**src/rtl/ra_writer_if.sv**
```systemverilog
// ra_writer_if -- VRAM write bus used by the region-array writer.
//
// Signals:
//   ra_vram_wr    write request (held until accepted)
//   ra_vram_addr  24-bit write byte address
//   ra_vram_dout  32-bit write data
//   ra_vram_wait  stall from the memory side; a write completes on a
//                 cycle with ra_vram_wr=1 and ra_vram_wait=0
//
// Modports:
//   master  the writer (drives request, address, data)
//   slave   the memory side (drives wait)
interface ra_writer_if;
    logic        ra_vram_wr;
    logic [23:0] ra_vram_addr;
    logic [31:0] ra_vram_dout;
    logic        ra_vram_wait;

    modport master (
        output ra_vram_wr,
        output ra_vram_addr,
        output ra_vram_dout,
        input  ra_vram_wait
    );

    modport slave (
        input  ra_vram_wr,
        input  ra_vram_addr,
        input  ra_vram_dout,
        output ra_vram_wait
    );
endinterface

```
**src/rtl/ra_writer.sv**
```systemverilog
// ra_writer -- builds one complete region array in VRAM per ra_start.
//
// For every tile (X inner, Y outer) it writes a control word followed by
// one object-list pointer per list type: opaque, opaque_mod, trans,
// trans_mod and, in fmt v2 only, puncht. Words go out on the vram bus
// at consecutive addresses starting at REGION_BASE[23:0].
//
// Ports:
//   clock, reset_n            clock, asynchronous active-low reset
//   ra_start                  one-cycle request (honoured only when idle)
//   FPU_PARAM_CFG             bit21 selects fmt v2 (6-word entries)
//   REGION_BASE               byte address of first entry (bits[23:0])
//   tile_max_x, tile_max_y    last tile index in X and Y
//   list_en                   per-type pointer enable
//   ol_base                   byte address of first object-list block
//   zclear_en, flush_en       copied into every control word
//   vram                      write bus (master side)
//   ra_busy, ra_done          array in progress / one-cycle completion
module ra_writer #(
    parameter int unsigned OL_BLOCK_BYTES = 32
) (
    input  logic        clock,
    input  logic        reset_n,
    input  logic        ra_start,
    input  logic [31:0] FPU_PARAM_CFG,
    input  logic [31:0] REGION_BASE,
    input  logic [5:0]  tile_max_x,
    input  logic [5:0]  tile_max_y,
    input  logic [4:0]  list_en,
    input  logic [23:0] ol_base,
    input  logic        zclear_en,
    input  logic        flush_en,
    ra_writer_if.master vram,
    output logic        ra_busy,
    output logic        ra_done
);

    localparam logic [23:0] BLK = 24'(OL_BLOCK_BYTES);

    typedef enum logic [3:0] {
        IDLE, CTRL, OPQ, OPQM, TRN, TRNM, PT, NEXT, DONE
    } state_t;

    state_t      state_q, state_d;
    logic [23:0] addr_q, addr_d;
    // Running pointer: always ol_base + (tile_idx*5 + type)*OL_BLOCK_BYTES
    // for the word currently being presented, so no multiplier is needed.
    logic [23:0] ptr_q, ptr_d;
    logic [5:0]  tx_q, tx_d, ty_q, ty_d;
    logic [5:0]  max_x_q, max_x_d, max_y_q, max_y_d;
    logic [4:0]  list_en_q, list_en_d;
    logic        v2_q, v2_d;
    logic        zclear_q, zclear_d;
    logic        flush_q, flush_d;

    logic        accept;
    logic        last_tile;
    logic [2:0]  list_type;
    logic [31:0] ctrl_word;
    logic [31:0] ptr_word;

    // Config bits that are intentionally not used.
    logic unused_cfg;
    assign unused_cfg = ^{FPU_PARAM_CFG[31:22], FPU_PARAM_CFG[20:0], REGION_BASE[31:24]};

    assign accept    = ~vram.ra_vram_wait;
    assign last_tile = (tx_q == max_x_q) && (ty_q == max_y_q);
    assign ctrl_word = {last_tile, zclear_q, 1'b0, flush_q, 14'd0, ty_q, tx_q, 2'b00};

    always_comb begin
        list_type = 3'd0;
        case (state_q)
            OPQM:    list_type = 3'd1;
            TRN:     list_type = 3'd2;
            TRNM:    list_type = 3'd3;
            PT:      list_type = 3'd4;
            default: list_type = 3'd0;
        endcase
    end

    assign ptr_word = list_en_q[list_type] ? {8'h00, ptr_q} : 32'h8000_0000;

    always_ff @(posedge clock or negedge reset_n) begin
        if (!reset_n) begin
            state_q   <= IDLE;
            addr_q    <= 24'd0;
            ptr_q     <= 24'd0;
            tx_q      <= 6'd0;
            ty_q      <= 6'd0;
            max_x_q   <= 6'd0;
            max_y_q   <= 6'd0;
            list_en_q <= 5'd0;
            v2_q      <= 1'b0;
            zclear_q  <= 1'b0;
            flush_q   <= 1'b0;
        end else begin
            state_q   <= state_d;
            addr_q    <= addr_d;
            ptr_q     <= ptr_d;
            tx_q      <= tx_d;
            ty_q      <= ty_d;
            max_x_q   <= max_x_d;
            max_y_q   <= max_y_d;
            list_en_q <= list_en_d;
            v2_q      <= v2_d;
            zclear_q  <= zclear_d;
            flush_q   <= flush_d;
        end
    end

    always_comb begin
        state_d   = state_q;
        addr_d    = addr_q;
        ptr_d     = ptr_q;
        tx_d      = tx_q;
        ty_d      = ty_q;
        max_x_d   = max_x_q;
        max_y_d   = max_y_q;
        list_en_d = list_en_q;
        v2_d      = v2_q;
        zclear_d  = zclear_q;
        flush_d   = flush_q;

        vram.ra_vram_wr   = 1'b0;
        vram.ra_vram_addr = addr_q;
        vram.ra_vram_dout = 32'd0;
        ra_busy           = 1'b0;
        ra_done           = 1'b0;

        case (state_q)
            IDLE: begin
                if (ra_start) begin
                    max_x_d   = tile_max_x;
                    max_y_d   = tile_max_y;
                    list_en_d = list_en;
                    v2_d      = FPU_PARAM_CFG[21];
                    zclear_d  = zclear_en;
                    flush_d   = flush_en;
                    addr_d    = REGION_BASE[23:0];
                    ptr_d     = ol_base;
                    tx_d      = 6'd0;
                    ty_d      = 6'd0;
                    state_d   = CTRL;
                end
            end

            CTRL: begin
                ra_busy           = 1'b1;
                vram.ra_vram_wr   = 1'b1;
                vram.ra_vram_dout = ctrl_word;
                if (accept) begin
                    addr_d  = addr_q + 24'd4;
                    state_d = OPQ;
                end
            end

            OPQ, OPQM, TRN, TRNM, PT: begin
                ra_busy           = 1'b1;
                vram.ra_vram_wr   = 1'b1;
                vram.ra_vram_dout = ptr_word;
                if (accept) begin
                    addr_d = addr_q + 24'd4;
                    ptr_d  = ptr_q + BLK;
                    case (state_q)
                        OPQ:     state_d = OPQM;
                        OPQM:    state_d = TRN;
                        TRN:     state_d = TRNM;
                        TRNM:    state_d = v2_q ? PT : NEXT;
                        default: state_d = NEXT;
                    endcase
                end
            end

            NEXT: begin
                ra_busy = 1'b1;
                // v1 skips the puncht word but the block stride is still
                // five types per tile, so step over the unused slot.
                if (!v2_q) begin
                    ptr_d = ptr_q + BLK;
                end
                if (last_tile) begin
                    state_d = DONE;
                end else begin
                    if (tx_q == max_x_q) begin
                        tx_d = 6'd0;
                        ty_d = ty_q + 6'd1;
                    end else begin
                        tx_d = tx_q + 6'd1;
                    end
                    state_d = CTRL;
                end
            end

            DONE: begin
                ra_done = 1'b1;
                state_d = IDLE;
            end

            default: state_d = IDLE;
        endcase
    end

endmodule

```
**src/flat_wrapper.sv**
```systemverilog
// flat-port wrapper written by rule: the top's interface ports become plain ports
module ra_writer_flat 
#(
    parameter int unsigned OL_BLOCK_BYTES = 32
)
  (clock, reset_n, ra_start, FPU_PARAM_CFG, REGION_BASE, tile_max_x, tile_max_y, list_en, ol_base, zclear_en, flush_en, ra_busy, ra_done, vram_ra_vram_wr, vram_ra_vram_addr, vram_ra_vram_dout, vram_ra_vram_wait);
  ra_writer_if vram_i ();
  input  logic clock;
  input  logic reset_n;
  input  logic ra_start;
  input  logic [31:0] FPU_PARAM_CFG;
  input  logic [31:0] REGION_BASE;
  input  logic [5:0] tile_max_x;
  input  logic [5:0] tile_max_y;
  input  logic [4:0] list_en;
  input  logic [23:0] ol_base;
  input  logic zclear_en;
  input  logic flush_en;
  output logic ra_busy;
  output logic ra_done;
  output wire logic [$bits(vram_i.ra_vram_wr)-1:0] vram_ra_vram_wr;
  output wire logic [$bits(vram_i.ra_vram_addr)-1:0] vram_ra_vram_addr;
  output wire logic [$bits(vram_i.ra_vram_dout)-1:0] vram_ra_vram_dout;
  input wire logic [$bits(vram_i.ra_vram_wait)-1:0] vram_ra_vram_wait;
  assign vram_ra_vram_wr = vram_i.ra_vram_wr;
  assign vram_ra_vram_addr = vram_i.ra_vram_addr;
  assign vram_ra_vram_dout = vram_i.ra_vram_dout;
  assign vram_i.ra_vram_wait = vram_ra_vram_wait;
  ra_writer #(.OL_BLOCK_BYTES(OL_BLOCK_BYTES)) u_core (.clock(clock), .reset_n(reset_n), .ra_start(ra_start), .FPU_PARAM_CFG(FPU_PARAM_CFG), .REGION_BASE(REGION_BASE), .tile_max_x(tile_max_x), .tile_max_y(tile_max_y), .list_en(list_en), .ol_base(ol_base), .zclear_en(zclear_en), .flush_en(flush_en), .vram(vram_i), .ra_busy(ra_busy), .ra_done(ra_done));
endmodule
```
**config.mk**
```make
export PLATFORM = sky130hd
export DESIGN_NAME = ra_writer_flat
export DESIGN_NICKNAME = d
export VERILOG_FILES = /design/src/rtl/ra_writer_if.sv /design/src/rtl/ra_writer.sv /design/src/flat_wrapper.sv
export SDC_FILE = /design/constraint.sdc
export NUM_CORES = 1
export LEC_CHECK = 0
export ABC_AREA = 1
export CAP_MARGIN = 0
export CORE_AREA = 3 3 100 141
export CTS_BUF_LIST = sky130_fd_sc_hd__clkbuf_4
export DETAILED_ROUTE_END_ITERATION = 12
export DIE_AREA = 0 0 103 144
export GPL_TIMING_DRIVEN = 0
export PLACE_DENSITY = 0.82
export SYNTH_ARGS = -nofsm -noshare
export SYNTH_HDL_FRONTEND = slang
export SYNTH_SLANG_ARGS = --single-unit
```
**constraint.sdc**
```tcl
create_clock -name clock -period 1.6 [get_ports clock]
set_clock_uncertainty 0.1 [all_clocks]
set_input_delay 0.32 -clock clock [delete_from_list [all_inputs] [get_ports clock]]
set_output_delay 0.32 -clock clock [all_outputs]
set_load 0.05 [all_outputs]
```
**After elaboration in Yosys (flattened, before gate mapping)**

Index checks and enable logic that the tools add are counted.

- Flip-flop bits (word level): 84
- Latch bits: 0
- Memory bits (writable): 0
- ROM bits: 0
- Output and inout port bits: 59
- Logic and storage cells: 76
- Memories kept: 0

- Add/sub/neg operators: 4
- Multiply operators: 0
- Divide/modulo/power cells: 0
- Magnitude comparators: 1
- Equal/unequal tests: 17
- Shift-type cells: 0
- Multiplexer cells: 29
- Bitwise operators: 0
- Reductions and logical operators: 14

Operators with widths:

| kind | number |
|---|---|
| two-way mux 24 bit | 5 |
| case mux 24 bit (3 select lines) | 1 |
| case mux 32 bit (2 select lines) | 1 |
| case mux 24 bit (2 select lines) | 1 |
| two-way mux 32 bit | 1 |
| case mux 4 bit (4 select lines) | 2 |
| two-way mux 6 bit | 5 |
| adder 24 x 3 -> 24 bit, second input constant | 1 |
| adder 24 x 6 -> 24 bit, second input constant | 1 |
| case mux 6 bit (2 select lines) | 2 |
| == test 4 x 3 -> 1 bit, second input constant | 4 |
| two-way mux 4 bit | 4 |
| adder 6 x 1 -> 6 bit, second input constant | 2 |
| == test 6 bit | 2 |
| inequality test 2 bit, second input constant | 6 |
| case mux 3 bit (4 select lines) | 1 |
| AND reduction 3 bit | 3 |
| == test 4 x 2 -> 1 bit, second input constant | 2 |
| AND reduction 4 bit | 2 |
| OR reduction 7 bit | 1 |
| OR reduction 6 bit | 1 |
| two-way mux 1 bit | 5 |
| OR reduction 5 bit | 1 |
| == test 4 x 1 -> 1 bit, second input constant | 1 |
| other kinds (9) | 10 |

**Logic depth before layout (Yosys ltp)**

- Word-level depth: 6
- Mapped depth: 13
- Gate-level depth less buffers: 11

**Worst setup path before layout**

No wires, ideal clock.

- Kind: reg-to-output
- Start: register u_core.state_q[3]
- End: output port vram_ra_vram_dout[15]
- Arrival: 1.966 ns
- Slack: -0.786 ns
- Stages on the path, launching flop included: 9
- Buffers on the path: 1
- Cells stage by stage: dfrtp_1 inv_1 nand2_1 nor2_4 inv_2 nand3_4 clkbuf_1 nand2_1 nor2_1

- Word-level cells in the longest chain between the ends: 6
- Elaborated cells between the ends (all ways): 12
- Classes of those cells: 6 x eq/ne; 5 x mux; 1 x reduce/logical

RTL lines:

| what | RTL line | RTL |
|---|---|---|
| start, declared | ra_writer.sv:44 | `state_t state_q, state_d;` |
| start signal, assigned | ra_writer.sv:97 | `state_q <= state_d;` |
| == test 4 x 3 -> 1 bit / == test 4 x 2 -> 1 bit (equally long branches) | ra_writer.sv:72, ra_writer.sv:130 |  |
| case mux 3 bit (4 select lines) | ra_writer.sv:72 | `case (state_q)` |
| binary-select mux 1 bit (select 3 bit) | ra_writer.sv:81 | `assign ptr_word = list_en_q[list_type] ? {8'h00, ptr_q} : 32'h8000_0000;` |
| two-way mux 1 bit (not written as such) | ra_writer.sv:81 |  |
| two-way mux 32 bit | ra_writer.sv:81 |  |
| case mux 32 bit (2 select lines) * | ra_writer.sv:130 | `case (state_q)` |
| end, declared | flat_wrapper.sv:23 | `output wire logic [$bits(vram_i.ra_vram_dout)-1:0] vram_ra_vram_dout;` |

Mark *: on every way between the ends. The rest lies on a longest branch, timed or not. The select of a mux whose other input is x is not followed.

**Worst setup path after layout**

- Start: register u_core.state_q[2]
- End: output port vram_ra_vram_dout[9]

The elaborated chain is that of the path after synthesis.

==> flow_metrics.tcl <==
set metrics [dict create \
    grt_max_degree 49 \
    path_cells "buf_6, inv_4, nor2_4, nand2_2, nand3_1, nand3_4, nand3_2, nand2_4, buf_16, nand2_8, nand2_8, buf_8" \
    die_area_um2 14830 \
    finalCritPeriodShare_pct 167.6 \
    clockBufferDepth 2 \
    htreeDepth 3 \
    seqCellArea_um2 2128 \
    wl_per_cell_um 16.80 \
    use_met2_pct 46.47 \
    synth.cell_area_um2 5772 \
    cts_sinks 84 \
    synthFlopType "dfrtp_1" \
    utilization_pct 72.11 \
    hpwl_um 13190 \
    max_cap_viol_count 0 \
    cts_tree "yes" \
    finalMaxSlewViolations 0 \
    fp.coreArea_um2 12870 \
    ys_top_cells_by_area "dfrtp_1, nand2_1, nor2_1" \
    ys_seq_area_share_pct 36.42 \
    grt_pass1_vias 6427 \
    start_kind "flop" \
    io_buffers 125 \
    async_flop_share_pct 100.0 \
    ys_types 36 \
    layout.nets 1171 \
    vias 6511 \
    netlist.area_leader.share_pct 36.42 \
    dr.pass1.iters 5 \
    busiest_layer "met2" \
    power_density_nw_per_um2 2577 \
    ir_drop_v 0.002319 \
    period_needed_ns 2.682 \
    multi_input_area_um2 4128 \
    cts_buffers 9 \
    vias_per_cell 5.359 \
    arrival_ns 2.26 \
    p_total_uw 23920 \
    leakagePower_uw 0.004253 \
    fillers 937 \
    slowest_stage "dfrtp_1" \
    crit_path_end_kind "primary output" \
    rsz0062_at_grt "yes" \
    gr-total-overflow 0 \
    dieWidth_um 103 \
    gp_congestion 0.9529 \
    syn_avg_cell_area_um2 6.696 \
    finalSetupViolations 114 \
    holdCritPathClass "in2async" \
    yosys.area.top_type "dfrtp_1" \
    drt_iter0_drc 412 \
    synth_edf_count 0 \
    wl_um 20410 \
    cts.clk_slew.worst_paths_ns 0.16 \
    drc 0 \
    ioPinCount 170 \
    outcome "finished, violations left" \
    violations "negative setup slack" \
    grt_pass1_wl_um 30370 \
    postPlaceCellArea_um2 7843 \
    relSlewSlack_pct 59.68 \
    hold_viol 0 \
    cp_common_cell "nand2_8" \
    synth-seq-cells 84 \
    crit_required_ns 1.18 \
    tightest_slew_ns 0.6001 \
    layout-drive-gt1-share_pct 34.50 \
    cts_root_buf "clkbuf_4" \
    rows 49 \
    max_freq_ghz 0.3728 \
    setup_ws_ns -1.082 \
    clock_latency_ns 0.47 \
    initial_core_util_pct 44.83 \
    hold_ws_ns 0.2297 \
    grt_use_met1_pct 29.12 \
    critPathKind "reg2out" \
    max_stage_delay_ns 0.41 \
    netlist_instances 862 \
    met3_usage_pct 4.054 \
    dp_slack_ns -1.352 \
    yosysWarnings 0 \
    path_max_fanout 5 \
    track_usage_pct 26.06 \
    ant_nets 0 \
    area_growth_pct 60.85 \
    design_area_um2 9284 \
    die_y_um 144 \
    antenna_found_initial 1 \
]
[synthesized netlist by cell type (all sizes together) (13+ instances only)]
library cell	count
a21oi	20
buf	24
dfrtp	84
inv	79
nand2	323
nand3	77
nand4	13
nor2	116
o21ai	40
or2	17
xor2	15
[power by group]
group          internal (µW)  switching (µW)  total [µW]
clock                    640             867        1510
combinational           7550           10600       18100
sequential              3170            1140        4310
total                  11400           12600       23900
[state kept, by name (all words and copies together) (netlist names)]
name and cells:
u_core.zclear_q 1, u_core.v2_q 1, u_core.flush_q 1, u_core.ty_q 6, u_core.max_x_q 6, u_core.list_en_q 5, u_core.state_q 4, u_core.vram.ra_vram_addr 24
u_core.ptr_q 24, u_core.tx_q 6, u_core.max_y_q 6
[cell usage in the layout, fill, tap and decap left out, types with 12 or more instances in the layout]
master	n
clkdlybuf4s50_1	70
buf_6	34
nand3_1	60
nand4_1	13
nand2_1	249
o21ai_0	18
o21ai_2	12
buf_4	51
nand2_4	19
dfrtp_1	63
clkbuf_4	13
or2_2	12
inv_1	69
nor2_4	33
dfrtp_2	21
buf_8	31
nand2_2	36
xor2_1	15
nand2_8	19
nor2_1	77
[metal layers]
metal  share of wire [%]  up-vias
met1                  36     3023
met4                 4.7        0
met5                   0        -
li1                    -     3094
met3                 6.5       90
met2                  53      304
[what timing repair did]
| action | in CTS | in global routing |
|---|---|---|
| hold endpoints to repair | 36 | 0 |
| gates resized for setup | 483 | 102 |
| pin swaps | 31 | 16 |
| gates cloned | 5 | 3 |
| hold buffers | 1 | 0 |
| setup buffers | 37 | 17 |
| setup endpoints to repair | 137 | 122 |
[critical path, delay by kind of cell, from the launching register on]
kind / cells / cell delay [ns]
buffers and inverters: 4 / 0.53
DFF: 1 / 0.41
and+or+nand+nor: 8 / 0.85
[worst paths after layout]
path | start | to | slack (ns) | cells after the start
max | u_core.state_q[2] | vram_ra_vram_dout[9] | -1.08 | 12
min | reset_n | u_core.vram.ra_vram_addr[6] | 0.23 | 2
max reg2reg | u_core.state_q[3] | u_core.ptr_q[21] | -0.53 | 15
min reg2reg | u_core.ptr_q[1] | u_core.ptr_q[1] | 0.41 | 1
max in group asynchronous | reset_n | u_core.state_q[0] | 0.52 | 3
min in group clock | ol_base[4] | u_core.ptr_q[4] | 0.34 | 3
[cells by family (layout without fill, tap and decap cells)]
kind of cell,after synthesis,after routing,share of synthesized area (%)
buf+inv,111,306,9.083
mux,11,11,2.146
compound gates,63,63,6.308
other cells,1,6,0.06497
xor+xnor,20,20,3.035
simple gates,568,568,42.08
flops,84,84,36.42
fa+ha+maj,4,4,0.8671
[metrics by stage]
step	setup TNS [ns]	cells
after CTS	-56.83	1201
after floorplan	-10.82	866
after detailed placement	-56.33	1145
final	-58.22	1215
after global routing	-64.38	1215
after global placement	-322.53	1144
[cell type report]
class / count / share of cell area, %
tap: 153 / 2.062
antenna: 1 / 0.02695
clock inverter: 7 / 1.078
inverter: 79 / 3.356
sequential: 84 / 22.92
multi-input combinational: 671 / 44.46
timing repair buffer: 180 / 21.25
clock buffer: 9 / 0.7278
buffer: 31 / 4.111
Power figures use the tool's default switching activity.
